===== config.mk =====
export PLATFORM = sky130hd
export DESIGN_NAME = alu_issue_stage
export DESIGN_NICKNAME = d
export VERILOG_FILES = /design/src/rtl/alu_pkg.sv /design/src/rtl/fwd_mux.sv /design/src/rtl/alu_issue_stage.sv
export SDC_FILE = /design/constraint.sdc
export NUM_CORES = 1
export LEC_CHECK = 0
export ABC_AREA = 0
export CAP_MARGIN = 20
export CORE_MARGIN = 1
export CORE_UTILIZATION = 35
export CTS_CLUSTER_SIZE = 30
export DETAILED_ROUTE_END_ITERATION = 8
export PLACE_DENSITY = 0.77
export SLEW_MARGIN = 20
export SYNTH_ARGS = -nofsm -noshare
export SYNTH_HDL_FRONTEND = slang
export SYNTH_SLANG_ARGS = --single-unit

===== constraint.sdc =====
create_clock -name clk -period 1.78 [get_ports clk]
set_input_delay 0.534 -clock clk [delete_from_list [all_inputs] [get_ports clk]]
set_output_delay 0.534 -clock clk [all_outputs]
set_load 0.05 [all_outputs]

===== src/rtl/alu_pkg.sv =====
// Shared ALU op codes and operand-select encodings for the issue and execute stages.
package alu_pkg;

    localparam logic [3:0] ALU_ADD      = 4'b0000;
    localparam logic [3:0] ALU_SUB      = 4'b1000;
    localparam logic [3:0] ALU_SLL      = 4'b0001;
    localparam logic [3:0] ALU_SLT      = 4'b0010;
    localparam logic [3:0] ALU_SLTU     = 4'b0011;
    localparam logic [3:0] ALU_XOR      = 4'b0100;
    localparam logic [3:0] ALU_SRL      = 4'b0101;
    localparam logic [3:0] ALU_OR       = 4'b0110;
    localparam logic [3:0] ALU_AND      = 4'b0111;
    localparam logic [3:0] ALU_LUI_COPY = 4'b1001;
    localparam logic [3:0] ALU_SRA      = 4'b1101;

    localparam logic SRCA_RS1 = 1'b0;
    localparam logic SRCA_PC  = 1'b1;
    localparam logic SRCB_RS2 = 1'b0;
    localparam logic SRCB_IMM = 1'b1;

    localparam logic [4:0] REG_ZERO = 5'd0;

endpackage


===== src/rtl/fwd_mux.sv =====
// Operand bypass: picks EX/MEM result, then MEM/WB result, then register-file data.
module fwd_mux
    import alu_pkg::*;
#(
    parameter int XLEN = 32
) (
    input  logic [4:0]      addr,
    input  logic [XLEN-1:0] id_data,
    input  logic            mem_en,
    input  logic [4:0]      mem_rd,
    input  logic [XLEN-1:0] mem_data,
    input  logic            wb_en,
    input  logic [4:0]      wb_rd,
    input  logic [XLEN-1:0] wb_data,
    output logic [XLEN-1:0] data
);

    logic mem_hit_s;
    logic wb_hit_s;

    // x0 is never bypassed; it always reads the register-file value (zero).
    always_comb begin
        mem_hit_s = mem_en && (mem_rd == addr) && (addr != REG_ZERO);
        wb_hit_s  = wb_en  && (wb_rd  == addr) && (addr != REG_ZERO);
    end

    // Younger producer (EX/MEM) wins over older (MEM/WB).
    always_comb begin
        if (mem_hit_s) begin
            data = mem_data;
        end else if (wb_hit_s) begin
            data = wb_data;
        end else begin
            data = id_data;
        end
    end

endmodule


===== src/rtl/alu_issue_stage.sv =====
// Single-entry ID->EX pipeline register with operand forwarding and source selection.
module alu_issue_stage
    import alu_pkg::*;
#(
    parameter int XLEN = 32
) (
    input  logic            clk,
    input  logic            rst_n,
    input  logic            id_valid,
    output logic            id_ready,
    input  logic [XLEN-1:0] id_rs1_data,
    input  logic [XLEN-1:0] id_rs2_data,
    input  logic [XLEN-1:0] id_imm,
    input  logic [XLEN-1:0] id_pc,
    input  logic [4:0]      id_rs1_addr,
    input  logic [4:0]      id_rs2_addr,
    input  logic [4:0]      id_rd_addr,
    input  logic [3:0]      id_alu_sel,
    input  logic            id_srca_sel,
    input  logic            id_srcb_sel,
    input  logic            id_reg_write,
    input  logic            mem_fwd_en,
    input  logic [4:0]      mem_fwd_rd,
    input  logic [XLEN-1:0] mem_fwd_data,
    input  logic            wb_fwd_en,
    input  logic [4:0]      wb_fwd_rd,
    input  logic [XLEN-1:0] wb_fwd_data,
    input  logic            flush,
    input  logic            ex_ready,
    output logic            ex_valid,
    output logic [XLEN-1:0] srca,
    output logic [XLEN-1:0] srcb,
    output logic [3:0]      alu_sel,
    output logic [4:0]      ex_rd_addr,
    output logic            ex_reg_write,
    output logic [XLEN-1:0] ex_store_data
);

    logic [XLEN-1:0] rs1_fwd_s;
    logic [XLEN-1:0] rs2_fwd_s;
    logic [XLEN-1:0] srca_next_s;
    logic [XLEN-1:0] srcb_next_s;
    logic            id_ready_s;
    logic            capture_s;

    logic            ex_valid_r;
    logic            ex_reg_write_r;
    logic [XLEN-1:0] srca_r;
    logic [XLEN-1:0] srcb_r;
    logic [XLEN-1:0] store_data_r;
    logic [3:0]      alu_sel_r;
    logic [4:0]      rd_addr_r;

    fwd_mux #(.XLEN(XLEN)) u_fwd_rs1 (
        .addr     (id_rs1_addr),
        .id_data  (id_rs1_data),
        .mem_en   (mem_fwd_en),
        .mem_rd   (mem_fwd_rd),
        .mem_data (mem_fwd_data),
        .wb_en    (wb_fwd_en),
        .wb_rd    (wb_fwd_rd),
        .wb_data  (wb_fwd_data),
        .data     (rs1_fwd_s)
    );

    fwd_mux #(.XLEN(XLEN)) u_fwd_rs2 (
        .addr     (id_rs2_addr),
        .id_data  (id_rs2_data),
        .mem_en   (mem_fwd_en),
        .mem_rd   (mem_fwd_rd),
        .mem_data (mem_fwd_data),
        .wb_en    (wb_fwd_en),
        .wb_rd    (wb_fwd_rd),
        .wb_data  (wb_fwd_data),
        .data     (rs2_fwd_s)
    );

    // Handshake: the slot is free when empty or being drained this cycle.
    always_comb begin
        id_ready_s = !ex_valid_r || ex_ready;
        capture_s  = id_valid && id_ready_s && !flush;
    end

    // Operand source selection applied to the already-forwarded values.
    always_comb begin
        if (id_srca_sel == SRCA_PC) begin
            srca_next_s = id_pc;
        end else begin
            srca_next_s = rs1_fwd_s;
        end
        if (id_srcb_sel == SRCB_IMM) begin
            srcb_next_s = id_imm;
        end else begin
            srcb_next_s = rs2_fwd_s;
        end
    end

    // Control flops: flush beats capture, capture beats drain, otherwise hold.
    always_ff @(posedge clk or negedge rst_n) begin
        if (!rst_n) begin
            ex_valid_r     <= 1'b0;
            ex_reg_write_r <= 1'b0;
        end else if (flush) begin
            ex_valid_r     <= 1'b0;
            ex_reg_write_r <= 1'b0;
        end else if (capture_s) begin
            ex_valid_r     <= 1'b1;
            ex_reg_write_r <= id_reg_write;
        end else if (ex_ready) begin
            ex_valid_r     <= 1'b0;
            ex_reg_write_r <= ex_reg_write_r;
        end else begin
            ex_valid_r     <= ex_valid_r;
            ex_reg_write_r <= ex_reg_write_r;
        end
    end

    // Payload flops load only on capture, so operands are frozen while stalled.
    always_ff @(posedge clk or negedge rst_n) begin
        if (!rst_n) begin
            srca_r       <= {XLEN{1'b0}};
            srcb_r       <= {XLEN{1'b0}};
            store_data_r <= {XLEN{1'b0}};
            alu_sel_r    <= ALU_ADD;
            rd_addr_r    <= 5'd0;
        end else if (capture_s) begin
            srca_r       <= srca_next_s;
            srcb_r       <= srcb_next_s;
            store_data_r <= rs2_fwd_s;
            alu_sel_r    <= id_alu_sel;
            rd_addr_r    <= id_rd_addr;
        end else begin
            srca_r       <= srca_r;
            srcb_r       <= srcb_r;
            store_data_r <= store_data_r;
            alu_sel_r    <= alu_sel_r;
            rd_addr_r    <= rd_addr_r;
        end
    end

    assign id_ready      = id_ready_s;
    assign ex_valid      = ex_valid_r;
    assign ex_reg_write  = ex_reg_write_r;
    assign srca          = srca_r;
    assign srcb          = srcb_r;
    assign ex_store_data = store_data_r;
    assign alu_sel       = alu_sel_r;
    assign ex_rd_addr    = rd_addr_r;

endmodule


# Word level (Yosys, flattened, before mapping)
# Cells that the tools add are included.
# word_totals
reg_bits	107
input_bits	231
output_inout_bits	108
wordCells	39
# op_classes
eq_ne	4
n_mux	11
n_reduce_logical	17
# op_table
op	count
two-way mux 32 bit	6
== test 5 bit	4
logical AND 1 bit	10
nonzero test 5 bit	2
two-way mux 1 bit	5
nonzero test 3 bit	1
logical NOT 1 bit	2
nonzero test 2 bit	1
logical OR 1 bit	1

# Logic depth before layout (Yosys ltp)
# Gate-level depths: netlist of run 1.
# logic_depth
word_depth	6
depth_mapped	7
mapped_depth_nobuf	5

# Modules after synthesis
# Synthesis of run 1 repeated with hierarchy kept, for this count alone.
# hier_totals
cells_unflattened	698
area_unflattened_um2	6994.2
# modules_own_cells
mod	n_inst	cells_per_inst	area_per_inst_um2	seq_area_each_um2
alu_issue_stage	1	302	4787.1	2677.6
fwd_mux	2	198	1103.6	0.0

# Least setup slack after synthesis of run 1
# OpenSTA, ideal clock, no wires.
# synth_timing
path_kind	register -> register
from	register ex_valid_r (netlist: ex_valid)
to	register srcb_r[12] (netlist: srcb[12])
setup_ps	136
arrival_time_ps	2014
required_time_ps	1644
path_slack_ps	-369
stages_incl_launch_ff	8
path_buffers	3
synth_period_minus_slack_ps	2149
path_cell_list	dfrtp_1 > nor2b_1 > or3_1 > buf_2 > clkbuf_1 > clkbuf_1 > a221oi_1 > o21ai_0
# synth_between
elab_chain_len	4
# synth_lines
element	line_no	text
start, declared	alu_issue_stage.sv:46	logic ex_valid_r;
start signal, assigned	alu_issue_stage.sv:113	ex_valid_r <= ex_valid_r;
logical NOT 1 bit	alu_issue_stage.sv:80	id_ready_s = !ex_valid_r || ex_ready;
logical OR 1 bit	alu_issue_stage.sv:80	
logical AND 1 bit (2 in a row)	alu_issue_stage.sv:81	capture_s = id_valid && id_ready_s && !flush;
end signal, assigned	alu_issue_stage.sv:122	srcb_r <= {XLEN{1'b0}};
end signal, assigned	alu_issue_stage.sv:128	srcb_r <= srcb_next_s;
end signal, assigned	alu_issue_stage.sv:134	srcb_r <= srcb_r;
end, declared	alu_issue_stage.sv:49	logic [XLEN-1:0] srcb_r;
# Every way passes these cells.
# A chain may end at the register's enable or synchronous reset.

# Worst setup path after layout of run 1
# layout_timing
from	input id_rs1_addr[4]
to	register srca_r[27] (netlist: srca[27])
# layout_between
elab_chain_len	6
elab_cells_between_ends	10
classes_between	2 x eq/ne; 3 x mux; 5 x reduce/logical
# layout_lines
element	line_no	text
start, declared	alu_issue_stage.sv:15	input logic [4:0] id_rs1_addr,
== test 5 bit	fwd_mux.sv:24	wb_hit_s = wb_en && (wb_rd == addr) && (addr != REG_ZERO);
logical AND 1 bit (2 in a row)	fwd_mux.sv:24	
two-way mux 32 bit	fwd_mux.sv:31	end else if (wb_hit_s) begin
two-way mux 32 bit (*)	fwd_mux.sv:29	if (mem_hit_s) begin
two-way mux 32 bit (*)	alu_issue_stage.sv:86	if (id_srca_sel == SRCA_PC) begin
end signal, assigned	alu_issue_stage.sv:121	srca_r <= {XLEN{1'b0}};
end signal, assigned	alu_issue_stage.sv:127	srca_r <= srca_next_s;
end signal, assigned	alu_issue_stage.sv:133	srca_r <= srca_r;
end, declared	alu_issue_stage.sv:48	logic [XLEN-1:0] srca_r;
# Mark *: on every way between the ends. The rest lies on a longest branch, timed or not.

==> results of run 1 <==
[worst min path at each step]
| stage | cells past startpoint | to | startpoint |
|---|---|---|---|
| after global placement | 1 | alu_sel[0] | rst_n |
| after CTS | 1 | srcb[30] | rst_n |
| after detailed placement | 1 | ex_store_data[23] | rst_n |
| after floorplan | 0 | alu_sel[0] | rst_n |
| final | 1 | ex_store_data[23] | rst_n |
| after global routing | 1 | alu_sel[0] | rst_n |
[flip-flops by register name, summed over array words and instances (netlist names)]
| register | count |
|---|---|
| ex_store_data | 32 |
| ex_rd_addr | 5 |
| srca | 32 |
| ex_reg_write | 1 |
| alu_sel | 4 |
| ex_valid | 1 |
| srcb | 32 |
[critical path, delay by kind of cell]
kind	cells	cell delay (ns)
compound gates	2	0.42
buf+inv	3	0.41
mux	1	0.31
simple gates	2	0.67
[cell families after synthesis]
family	synth area share, %
AO/OA/AOI/OAI	23.0
XOR/XNOR	2.49
buffers and inverters	3.97
flip-flops	44.8
multiplexers	13.3
AND/OR/NAND/NOR	12.5
[Yosys cell counts]
| cell | count | area share, % |
|---|---|---|
| dfrtp_1 | 107 | 45 |
| nor2_1 | 68 | 4.3 |
| o21ai_0 | 60 | 5.0 |
| a21oi_1 | 34 | 2.8 |
| nand2_1 | 34 | 2.1 |
| a221o_1 | 32 | 5.4 |
| a221oi_1 | 32 | 4.7 |
| a22oi_1 | 32 | 4.0 |
| and3_1 | 32 | 3.3 |
| clkbuf_1 | 32 | 2.0 |
| mux2i_1 | 32 | 5.4 |
| mux2_4 | 30 | 7.5 |
| xnor2_1 | 15 | 2.2 |
| buf_2 | 13 | 1.1 |
| o21ai_1 | 5 | 0.42 |
| nand3_1 | 4 | 0.33 |
| buf_1 | 3 | 0.19 |
| buf_6 | 3 | 0.56 |
| or3_1 | 3 | 0.31 |
| inv_1 | 2 | 0.13 |
| mux2_2 | 2 | 0.38 |
| nor4_2 | 2 | 0.42 |
| or4_1 | 2 | 0.25 |
| xor2_1 | 2 | 0.29 |
| a211oi_2 | 1 | 0.21 |
| a211oi_4 | 1 | 0.33 |
| a21oi_2 | 1 | 0.15 |
| and2_1 | 1 | 0.10 |
| nand2_2 | 1 | 0.10 |
| nand2b_1 | 1 | 0.10 |
| nand4_1 | 1 | 0.10 |
| nor2b_1 | 1 | 0.10 |
| nor3_1 | 1 | 0.084 |
| nor3_2 | 1 | 0.17 |
| nor4_1 | 1 | 0.10 |
| nor4_4 | 1 | 0.36 |
| or4_4 | 1 | 0.19 |
[timing repair]
| item | in CTS | in global routing |
|---|---|---|
| cloned | 19 | 1 |
| hold endpoints to repair | 0 | 0 |
| gates resized for setup | 209 | 80 |
| buffers inserted | 34 | 5 |
| endpoints found under the setup margin | 103 | 98 |
| pin swaps | 70 | 37 |
[final cells by class]
cell class	instances	area share, %
well taps	220	2.10
inverters	2	0.0572
repair buffers	442	43.6
clock buffers	13	1.91
clock inverters	3	0.181
diodes	1	0.0191
flip-flops and latches	107	20.4
multi-input cells	435	31.7
[through the flow]
| step | cell area (µm²) | cells | hold slack, ns | TNS (ns) |
|---|---|---|---|---|
| after floorplan | 6360 | 594 | 0.238 | -18.66 |
| after global placement | 11200 | 1157 | 0.444 | -77.78 |
| after detailed placement | 11200 | 1157 | 0.450 | -81.18 |
| after CTS | 12800 | 1225 | 0.0669 | -20.79 |
| after global routing | 13100 | 1223 | 0.0776 | -23.58 |
| final | 13100 | 1223 | 0.0633 | -20.52 |
[power by group through the flow]
| stage | registers, mW | logic [mW] | clock network (mW) |
|---|---|---|---|
| final | 3.30 | 5.19 | 1.95 |
| after global routing | 3.34 | 5.36 | 2.04 |
| after CTS | 3.27 | 4.99 | 1.95 |
| after detailed placement | 3.30 | 4.77 | 0 |
| after global placement | 3.28 | 4.72 | 0 |
| after floorplan | 4.49 | 0.887 | 0 |
[metal layers]
metal | track usage, % | wire length (µm)
met3 | 7.97 | 2870
met2 | 61.8 | 16500
met4 | 17.0 | 1600
met1 | 41.4 | 11500
met5 | 0 | 0
==> out/results.tsv, run 1 <==
metric	value	unit
Avg WL per Cell	26.5	µm
pin count of the biggest net entering global routing	48	
crit start category	primary input	
Mapped Avg Cell Area	10.1	µm²
NetSw	4.03	mW
Sink Count	107	
Worst EP required	2.02	ns
Static Leak	5.41	nW
max-cap viol count	0	
GP Congestion	0.877	
final core occ	78.9	%
Area Overhead vs Synth	119	%
Root Driver	clkbuf_16	
Final Cycle Share	118	%
pins over their slew limit	0	
register area	2680	µm²
first-pass GRT wire length	46.1	mm
sequential area share after synthesis	44.8	%
minimum clock period	2.10	ns
FMAX	475	MHz
Reg-to-Reg Start	ex_valid	
Routed Antenna Nets	0	
reg-to-reg slack, setup	-0.25	ns
Post-Place Setup Slack	-0.969	ns
synthesized flop and latch total	107	
sw frac	38.6	%
Die Y	133	µm
TritonRoute pass-1 iters	6	
Worst path max stage delay	0.57	ns
combinational power share	49.7	%
maximum clock path buffer count	2	
Pwr Density	795	nW/µm²
r2r worst-path depth	8	
Nets	1228	
initial drt markers	470	
Initial Utilization	35.9	%
final hold vios	0	
routed via count	7286	
total power	10.4	mW
mapped cell area	5980	µm²
TritonCTS Buffers	9	
Worst-Skew Late Latency	0.36	ns
status	finished with violations	
Die W	133	µm
Layout Skew	0.00451	ns
Internal	6.41	mW
post-cts hold buffer count	0	
Crit Reg-Reg Endpoint	srcb[31]	
most frequent cells in the layout	202 x clkdlybuf4s50_1, 117 x buf_12, 106 x dfrtp_1	
CP endpoint kind	flop	
drt total wl	32.5	mm
post-DP HPWL	19.3	mm
Netlist cell types	37	
DRC	0	
CTS tree	built	
footprint of the multi-input gates	4170	µm²
vias per cell	5.96	
clock slew at reported path FFs	0.07	ns
share of cells above drive strength 1	42.7	%
worst min-delay path class	in2async	
Clock power frac	18.6	%
crit path from	id_rs1_addr[4]	
core footprint	16600	µm²
setup ws final	-0.325	ns
crit path capture	srca[27]	
commonest non-fill, non-tap cell in the layout	clkdlybuf4s50_1	
fillers	971	
RSZ-0062 raised after global routing	yes	
I/O Buffers	338	
Crit-path slowest cell	or4_4	
H-Tree Depth	3	
die area	17600	µm²
gr usage total	35.5	%
Worst Tran Pin Value	0.441	ns
GR Overflow Total	0	
Top Ports	339	
vias in the first global route	7599	
syn nets	825	
Worst slew margin	70.6	%
crit path max fanout	8	
violations in the final reports	setup timing	
critical path class	in2reg	
CP Cell Sequence	buf_6 -> or4_4 -> nand2_4 -> a211oi_4 -> buf_12 -> buf_16 -> mux2_4 -> a221o_1	
Flop pwr share	31.6	%
final setup fails	96	
Gate Count Post-Synth	594	
Peak VDD IR	0.000561	V
Site Rows	47	
synth warn	0	
initial antenna violation count	1	
Data arrival, critical path	2.34	ns
Note: power is estimated with default switching activity, not from simulation.
==> run 2: changes to the inputs <==
--- a/config.mk
+++ b/config.mk
@@ -6,13 +6,15 @@
 export NUM_CORES = 1
 export LEC_CHECK = 0
 export ABC_AREA = 0
+export ABC_CLOCK_PERIOD_IN_PS = 1780
 export CAP_MARGIN = 20
 export CORE_MARGIN = 1
-export CORE_UTILIZATION = 35
+export CORE_UTILIZATION = 38
 export CTS_CLUSTER_SIZE = 30
 export DETAILED_ROUTE_END_ITERATION = 8
-export PLACE_DENSITY = 0.77
+export PLACE_DENSITY = 0.79
 export SLEW_MARGIN = 20
 export SYNTH_ARGS = -nofsm -noshare
 export SYNTH_HDL_FRONTEND = slang
+export SYNTH_HIERARCHICAL = 1
 export SYNTH_SLANG_ARGS = --single-unit
==> out/results.tsv, run 2 <==
metric	value	unit	change
crit start category	primary input		unchanged
Most used DFF post-synth	dfrtp_1		unchanged
most frequent cells in the layout	205 x clkdlybuf4s50_1, 115 x buf_4, 107 x dfrtp_1		was 202 x clkdlybuf4s50_1, 117 x buf_12, 106 x dfrtp_1
vias in the first global route	8178		was 7,599
Root Driver	clkbuf_16		unchanged
initial antenna violation count	1		unchanged
mapped cell area	6990	µm²	was 5980 µm²
gr usage total	34.0	%	was 35.5%
pin count of the biggest net entering global routing	45		was 48
post-DP HPWL	20.4	mm	was 19.3 mm
Synth top area share	38.3	%	was 44.8%
Nets	1334		was 1,228
max-cap viol count	0		unchanged
Placed Area	11100	µm²	was 11,200 µm²
Netlist cell types	25		was 37
setup ws final	-0.632	ns	was -0.325 ns
TNS Setup	-48.43	ns	was -20.52 ns
most common cell in the netlist	mux2_2		was dfrtp_1
TritonCTS Buffers	9		unchanged
violations in the final reports	setup timing		unchanged
pins over their slew limit	0		unchanged
commonest non-fill, non-tap cell in the layout	clkdlybuf4s50_1		unchanged
minimum clock period	2.41	ns	was 2.10 ns
crit path max fanout	8		unchanged
Simple-Gate Fraction of Synth Area	11.7	%	was 12.5%
Worst path max stage delay	0.55	ns	was 0.57 ns
Initial Utilization	38.8	%	was 35.9%
maximum clock path buffer count	2		unchanged
GR Overflow Total	0		unchanged
FMAX	415	MHz	was 475 MHz
clock slew at reported path FFs	0.08	ns	was 0.07 ns
Site Rows	49		was 47
syn nets	929		was 825
Final Cycle Share	136	%	was 118%
Area Overhead vs Synth	97.2	%	was 119%
synthesized flop and latch total	107		unchanged
Crit path max-delay family	simple AND/OR/NAND/NOR gates		unchanged
main combinational cell family by area after synthesis	multiplexers		was compound AO/OA/AOI/OAI gates
Top Ports	339		unchanged
worst min-delay path class	reg2reg		was in2async
core footprint	18000	µm²	was 16,600 µm²
DP Cell Count	1260		was 1,157
Gate Count Post-Synth	698		was 594
Data arrival, critical path	2.66	ns	was 2.34 ns
Crit-path slowest cell	or4_4		unchanged
adder-cell share of the synthesized area	0	%	unchanged
Layout Skew	0.00709	ns	was 0.00451 ns
post-synth top area cell	dfrtp_1		unchanged
Mapped Avg Cell Area	10.0	µm²	was 10.1 µm²
Worst slew margin	69.2	%	was 70.6%
xor/xnor share of the synthesized area	2.50	%	was 2.49%
final setup fails	96		unchanged
Avg WL per Cell	25.6	µm	was 26.5 µm
Worst Tran Pin Value	0.459	ns	was 0.441 ns
Worst-Skew Late Latency	0.36	ns	about the same
TritonRoute pass-1 iters	7		was 6
routed via count	8023		was 7,286
critical path class	in2reg		unchanged
compound-gate portion of the synthesized area	11.6	%	was 23.0%
drt total wl	34.3	mm	was 32.5 mm
RSZ-0062 raised after global routing	yes		unchanged
status	finished with violations		unchanged
Static Leak	5.92	nW	was 5.41 nW
async set-or-reset flop fraction in the synthesized netlist	100	%	unchanged
Final Cell Area	13800	µm²	was 13,100 µm²
CTS tree	built		unchanged
GP Congestion	0.893		was 0.877
Die W	138	µm	was 133 µm
die area	19000	µm²	was 17,600 µm²
final hold vios	0		unchanged
sequential area share after synthesis	38.3	%	was 44.8%
Post-Place Setup Slack	-1.23	ns	was -0.969 ns
Worst EP required	2.03	ns	was 2.02 ns
vias per cell	6.00		was 5.96
I/O Buffers	338		unchanged
Crit path top cell by count	buf_6		
synth warn	6		was 0
Post-synth EDFFs	0		unchanged
CP bufs+invs	5		was 3
Sink Count	107		unchanged
Peak VDD IR	0.000579	V	was 0.000561 V
non-filler cells, final	1338		was 1,223
CP endpoint kind	flop		unchanged
Pwr Density	813	nW/µm²	was 795 nW/µm²
total power	11.2	mW	was 10.4 mW
CP Cell Sequence	buf_6 -> or4_4 -> buf_6 -> o211ai_4 -> buf_12 -> buf_12 -> buf_6 -> or3_4 -> a31oi_4 -> mux2_4 -> mux2_4		was buf_6 -> or4_4 -> nand2_4 -> a211oi_4 -> buf_12 -> buf_16 -> mux2_4 -> a221o_1
mux cell area share after synthesis	27.2	%	was 13.3%
most frequent cells after synthesis	159 x mux2_2, 107 x dfrtp_1, 65 x inv_1		was 107 x dfrtp_1, 68 x nor2_1, 60 x o21ai_0
Routed Antenna Nets	0		unchanged
initial drt markers	665		was 470
H-Tree Depth	3		unchanged
share of cells above drive strength 1	49.5	%	was 42.7%
first-pass GRT wire length	47.5	mm	was 46.1 mm
Die Y	138	µm	was 133 µm
DRC	0		unchanged
Synth area leaders	dfrtp_1 38%, mux2_2 26%, a31oi_1 5.7%		was dfrtp_1 45%, mux2_4 7.5%, a221o_1 5.4%
[run 2: kinds of logic (layout without fill, tap and decap cells)]
kind of cell    count (synthesis)  in the layout
flops                         107            107
simple gates                  139            139
mux                           169            169
other cells                     0              1
compound gates                135            135
buf+inv                       128            538
xor+xnor                       20             20
[run 2: layout make-up]
class                      count  area, µm²
antenna                        1       2.50
clock buffer                  11        253
clock inverter                 5       35.0
fill                        1057       4240
inverter                      65        244
multi-input combinational    463       5130
sequential                   107       2680
tap                          229        287
timing repair buffer         457       5160
[run 2: path summary, 6_finish.rpt]
path,start,cells past startpoint,slack [ns],endpoint
worst max-delay path,id_rs2_addr[2],11,-0.63,srcb[17]
worst min-delay path,alu_sel[2],1,0.52,alu_sel[2]
worst max register to register,ex_valid,4,0.21,ex_rd_addr[3]
worst min register to register,alu_sel[2],1,0.52,alu_sel[2]
max in group asynchronous,rst_n,3,0.58,ex_store_data[19]
min in group asynchronous,rst_n,2,0.54,srca[22]
[run 2: per-stage QoR]
| step | util (%) | hold slack, ns |
|---|---|---|
| CTS | 74.1 | 0.514 |
| global placement | 61.8 | 0.365 |
| detailed placement | 61.8 | 0.371 |
| finish | 76.5 | 0.516 |
| floorplan | - | 0.238 |
| global route | 76.5 | 0.536 |
[run 2: metal layers]
layer	vias to the layer above	routed length, µm	global-route usage [%]
li1	3342	-	-
met1	3946	12700	40.6
met2	601	16600	57.5
met3	134	3470	8.46
met4	0	1510	15.0
met5	-	0	0
[run 2: report_power, final]
group	switching (mW)	total, mW	internal [mW]
combinational	3.08	5.82	2.74
clock	1.03	2.07	1.03
sequential	0.415	3.32	2.91
[run 2: repair_timing]
action,in CTS,in global routing
pin swaps,52,43
gates cloned,19,3
gates resized for setup,303,123
hold endpoints to repair,5,0
hold buffers,1,0
setup endpoints to repair,97,96
setup buffers,44,9
